--- config.mk ---
export PLATFORM = sky130hd
export DESIGN_NAME = divider_seq
export DESIGN_NICKNAME = d
export VERILOG_FILES = /design/src/rtl/divider_seq.sv
export SDC_FILE = /design/constraint.sdc
export NUM_CORES = 1
export LEC_CHECK = 0
export CAP_MARGIN = 20
export CELL_PAD_IN_SITES_DETAIL_PLACEMENT = 1
export CELL_PAD_IN_SITES_GLOBAL_PLACEMENT = 2
export CORE_MARGIN = 1.5
export CORE_UTILIZATION = 37
export CTS_CLUSTER_SIZE = 30
export DETAILED_ROUTE_END_ITERATION = 16
export PLACE_DENSITY_LB_ADDON = 0.1
export SLEW_MARGIN = 20
export SYNTH_ARGS = -nofsm -noshare
export SYNTH_HDL_FRONTEND = slang
export SYNTH_SLANG_ARGS = --single-unit
--- constraint.sdc ---
create_clock -name clk_i -period 15.4 [get_ports clk_i]
set_input_delay 3.85 -clock clk_i [delete_from_list [all_inputs] [get_ports clk_i]]
set_output_delay 3.85 -clock clk_i [all_outputs]
set_load 0.03 [all_outputs]
--- src/rtl/divider_seq.sv ---
// Multi-cycle restoring divider (DIV/DIVU/REM/REMU), STEPS quotient bits per clock.
// Optional DIVIDER_SEQ_EARLY_OUT_EN: divide-by-zero and signed overflow finish in one cycle.
//
// state  | meaning
// IDLE   | waiting for start; operands captured on the accepting edge
// RUN    | STEPS restoring steps per clock, counter counts N/STEPS down to 1
// DONE   | valid_o high for this one cycle, then back to IDLE
module divider_seq #(
    parameter int N     = 32,
    parameter int STEPS = 1
) (
    input  logic         clk_i,
    input  logic         rst_i,
    input  logic         start_i,
    input  logic [1:0]   op_i,
    input  logic [N-1:0] dividend_i,
    input  logic [N-1:0] divisor_i,
    output logic         busy_o,
    output logic         valid_o,
    output logic [N-1:0] result_o
);

    localparam int ITER = N / STEPS;
    localparam int CW   = $clog2(ITER + 1);
    localparam logic [N-1:0] MIN_NEG = {1'b1, {(N-1){1'b0}}};

    typedef enum logic [1:0] {S_IDLE, S_RUN, S_DONE} state_t;

    state_t        state_q;
    logic [CW-1:0] cnt_q;
    logic [N:0]    rem_q;
    logic [N-1:0]  quo_q;
    logic [N-1:0]  dvs_q;
    logic [N-1:0]  result_q;
    logic          valid_q;
    logic          rem_sel_q;
    logic          neg_quo_q;
    logic          neg_rem_q;
    logic          div0_q;
    logic          ovf_q;

    logic          signed_in;
    logic          dvd_neg;
    logic          dvs_neg;
    logic [N-1:0]  dvd_mag;
    logic [N-1:0]  dvs_mag;
    logic          div0_in;
    logic          ovf_in;

    logic [N:0]    rem_nx;
    logic [N-1:0]  quo_nx;
    logic [N:0]    diff;
    logic [N-1:0]  quo_fix;
    logic [N-1:0]  rem_fix;
    logic [N-1:0]  final_res;

    assign signed_in = ~op_i[0];
    assign dvd_neg   = signed_in & dividend_i[N-1];
    assign dvs_neg   = signed_in & divisor_i[N-1];
    assign dvd_mag   = dvd_neg ? (~dividend_i + 1'b1) : dividend_i;
    assign dvs_mag   = dvs_neg ? (~divisor_i + 1'b1) : divisor_i;
    assign div0_in   = (divisor_i == '0);
    assign ovf_in    = signed_in & (dividend_i == MIN_NEG) & (divisor_i == '1);

    // rem stays below the divisor between steps, so the shifted value fits in N+1 bits
    always_comb begin
        rem_nx = rem_q;
        quo_nx = quo_q;
        diff   = '0;
        for (int i = 0; i < STEPS; i++) begin
            rem_nx = {rem_nx[N-1:0], quo_nx[N-1]};
            quo_nx = {quo_nx[N-2:0], 1'b0};
            diff   = rem_nx - {1'b0, dvs_q};
            if (!diff[N]) begin
                rem_nx    = diff;
                quo_nx[0] = 1'b1;
            end
        end
    end

    // divide-by-zero remainder falls out of the iteration: |dividend| re-signed is the dividend
    assign quo_fix   = div0_q ? '1 : (ovf_q ? MIN_NEG :
                       (neg_quo_q ? (~quo_nx + 1'b1) : quo_nx));
    assign rem_fix   = ovf_q ? '0 :
                       (neg_rem_q ? (~rem_nx[N-1:0] + 1'b1) : rem_nx[N-1:0]);
    assign final_res = rem_sel_q ? rem_fix : quo_fix;

    always_ff @(posedge clk_i) begin
        if (rst_i) begin
            state_q   <= S_IDLE;
            cnt_q     <= '0;
            rem_q     <= '0;
            quo_q     <= '0;
            dvs_q     <= '0;
            result_q  <= '0;
            valid_q   <= 1'b0;
            rem_sel_q <= 1'b0;
            neg_quo_q <= 1'b0;
            neg_rem_q <= 1'b0;
            div0_q    <= 1'b0;
            ovf_q     <= 1'b0;
        end else begin
            valid_q <= 1'b0;
            case (state_q)
                S_IDLE: begin
                    if (start_i) begin
                        rem_sel_q <= op_i[1];
                        neg_quo_q <= dvd_neg ^ dvs_neg;
                        neg_rem_q <= dvd_neg;
                        div0_q    <= div0_in;
                        ovf_q     <= ovf_in;
                        rem_q     <= '0;
                        quo_q     <= dvd_mag;
                        dvs_q     <= dvs_mag;
                        cnt_q     <= CW'(ITER);
                        state_q   <= S_RUN;
`ifdef DIVIDER_SEQ_EARLY_OUT_EN
                        if (div0_in || ovf_in) begin
                            result_q <= op_i[1] ? (div0_in ? dividend_i : '0)
                                                : (div0_in ? '1 : MIN_NEG);
                            valid_q  <= 1'b1;
                            state_q  <= S_DONE;
                        end
`endif
                    end
                end
                S_RUN: begin
                    rem_q <= rem_nx;
                    quo_q <= quo_nx;
                    cnt_q <= cnt_q - 1'b1;
                    if (cnt_q == CW'(1)) begin
                        result_q <= final_res;
                        valid_q  <= 1'b1;
                        state_q  <= S_DONE;
                    end
                end
                S_DONE:  state_q <= S_IDLE;
                default: state_q <= S_IDLE;
            endcase
        end
    end

    assign busy_o   = (state_q != S_IDLE);
    assign valid_o  = valid_q;
    assign result_o = result_q;

endmodule

==> metrics <==
vias in the first global route=11095; unique cell type count in the Yosys netlist=81; Die Area=31100 um^2; CTS H-tree lvls=4; Slew Limit Fails=0; CTS root buffer=clkbuf_16; drt first pass iters=4; die width=176 um; Crit-path slowest cell=nor4_2; nets=1674; share of cells above drive strength 1=5.07%; crit share post-route=43.3%; HPWL Detailed=30.8 mm; vias per inst=5.78; headroom to the max-slew limit=26.7%; Period minus WS final=6.67 ns; non-filler cells, final=1968; worst slew pin tran=1.09 ns; vias post-DR=11375; CTS hold repair buffers=0; peak supply drop=0.0880 mV; syn avg cell area=7.28 um^2; R2R depth=25; Synth Cell Area=11100 um^2; Area growth syn-to-layout=16.9%; RSZ-0062 raised after global routing=false; Setup Viol. Count Final=0; fmax=0.150 GHz; CP bufs+invs=6; wire length of the first global-routing pass=63.4 mm; commonest non-fill, non-tap cell in the layout=nor2_1; total power=1.52 mW; Lkg Pwr=4.73 nW; Avg WL per Cell=20.6 um; CTS buffer count=17; core area=29600 um^2; status=finished, final reports clean; CP max FO=33; Worst path max stage delay=0.53 ns; Starting DRT DRC Count=645; Worst EP required=15.74 ns; Synth Register Bits=142; multi-input logic area=7700 um^2; Worst Hold Class=reg2reg; Crit path max-delay family=simple AND/OR/NAND/NOR gates; dpl cells=1936; Ys Warns=0; sequential share of the synthesized area=25.6%; Reg area=2840 um^2; Crit Path Class=reg2reg; Cell Area, Placed=12400 um^2; gr usage total=26.1%; Rows=63; setup_tns=0 ns; critical path endpoint category=register; clock transition at the registers of the reported paths=0.07 ns; Final Skew=0.0119 ns; WL final=40.6 mm; Pwr per Cell Area=117 nW/um^2; most used cell, CP=inv_1; launching element type of the critical path=register; # port buffers=102; I/O pin count=103; Max Root-Sink Buffers=2; critical path depth in cells=25; final core occ=43.8%; main flop type after synthesis=dfxtp_1; ANT cells=0; clock sinks=142; Die Height=176 um; Antenna Nets Post-Route=0; CTS tree=done; RD Place Congestion=0.915; max-cap check violation count=0; # fillers=3712; Design Area, Final=13000 um^2; Mapped Cells=1526; initial antenna violation count=0; asr flop ratio synth=0%; setup bufs post-CTS=0; worst hold path depth=2; arrival time of the worst setup path=7.00 ns; Final Hold Viols=0; most frequent cells in the layout=194 x nor2_1, 150 x a21oi_1, 142 x dfxtp_1, 138 x nand2_1, 101 x clkdlybuf4s50_1; Initial Utilization=37.5%; Post-synth EDFFs=0; largest net degree at the start of global routing=98; syn nets=1635; Overflow after GRT=0; Worst-Skew Late Latency=0.44 ns; DRC viols=0; cts repair resizes=0
## cells by family (layout without fill, tap and decap cells)
| logic type | after synthesis | after routing | synth area share [%] |
|---|---|---|---|
| muxes | 28 | 28 | 2.54 |
| buffers and inverters | 157 | 209 | 5.45 |
| xor gates and xnor gates | 125 | 125 | 9.85 |
| adders and majority gates | 40 | 40 | 4.57 |
| AOI/OAI and AO/OA | 489 | 489 | 28.8 |
| and+or+nand+nor | 545 | 545 | 23.2 |
| DFF | 142 | 142 | 25.6 |
## metrics by stage
| step | hold WS (ns) | setup WS (ns) |
|---|---|---|
| 3_5_place_dp | 0.450 | 8.34 |
| 2_1_floorplan | 0.432 | 9.43 |
| 4_1_cts | 0.458 | 8.80 |
| 6_report | 0.458 | 8.73 |
| 5_1_grt | 0.493 | 8.31 |
| 3_3_place_gp | 0.442 | 8.47 |
## final timing paths
check	start	endpoint	slack [ns]
max reg2reg	quo_q[31]	result_o[30]	8.73
min	dvs_q[23]	dvs_q[23]	0.46
min reg2reg	dvs_q[23]	dvs_q[23]	0.46
max	quo_q[31]	result_o[30]	8.73
## layout make-up
class / count / share of cell area (%)
tap: 390 / 3.76
timing repair buffer: 118 / 8.76
clock inverter: 13 / 1.17
inverter: 59 / 1.70
sequential: 142 / 21.9
clock buffer: 19 / 3.49
multi-input combinational: 1227 / 59.2
## metal layers
layer	part of all wire, %	track usage [%]	vias up
li1	-	-	5621
met1	50	37.6	5494
met2	44	40.6	209
met3	3.2	3.01	51
met4	2.3	7.80	0
met5	0	0	-
## Yosys cell counts, drive strengths merged (4+ instances only)
| cell type | number | share of area, % |
|---|---|---|
| a2111oi | 4 | 0.48 |
| a211o | 5 | 0.39 |
| a211oi | 50 | 3.4 |
| a21o | 12 | 0.81 |
| a21oi | 150 | 6.8 |
| a221oi | 7 | 0.71 |
| a22oi | 35 | 2.4 |
| a311oi | 13 | 1.1 |
| a31oi | 29 | 1.6 |
| and2 | 13 | 0.73 |
| and3 | 16 | 0.90 |
| buf | 14 | 0.61 |
| clkbuf | 84 | 2.8 |
| dfxtp | 142 | 26 |
| ha | 39 | 4.4 |
| inv | 57 | 1.9 |
| mux2i | 26 | 2.3 |
| nand2 | 138 | 4.7 |
| nand2b | 12 | 0.68 |
| nand3 | 32 | 1.4 |
| nand4 | 17 | 1.0 |
| nor2 | 198 | 6.8 |
| nor2b | 10 | 0.56 |
| nor3 | 35 | 1.6 |
| nor4 | 24 | 1.7 |
| o211a | 4 | 0.36 |
| o211ai | 12 | 0.81 |
| o21a | 11 | 0.74 |
| o21ai | 90 | 4.1 |
| o311ai | 4 | 0.32 |
| o31ai | 24 | 1.6 |
| o41ai | 15 | 1.2 |
| or2 | 8 | 0.45 |
| or3 | 21 | 1.2 |
| or4 | 9 | 0.61 |
| xnor2 | 61 | 4.8 |
| xor2 | 64 | 5.0 |
## power by group
part           switching (mW)  internal [mW]
Combinational           0.431          0.230
Sequential             0.0311          0.393
Clock                   0.183          0.251
Total                   0.645          0.874
## state kept, by name, summed over array words and instances, names as in the netlist
name and count:
dvs_q 32, rem_sel_q 1, rem_q 32, result_o 32, ovf_q 1, valid_o 1, neg_rem_q 1, quo_q 32
div0_q 1, neg_quo_q 1, cnt_q 6, state_q 2
## worst register-to-register path, stage by stage, from the launching register on
cell,delay (ns)
dfxtp_1,0.35
inv_1,0.07
ha_1,0.15
inv_1,0.05
fa_1,0.45
a211oi_2,0.28
o211ai_1,0.20
a221oi_4,0.50
nor4_4,0.10
nor3_2,0.16
buf_4,0.29
nor2_4,0.04
buf_4,0.28
inv_2,0.52
o21ai_0,0.33
inv_1,0.11
ha_1,0.26
nand2_1,0.08
nor2_1,0.09
or4b_1,0.47
nor4_1,0.41
o221ai_1,0.24
nor4_2,0.53
and3_1,0.25
mux2i_1,0.08
a311oi_1,0.27
(Power assumes the default switching activity.)
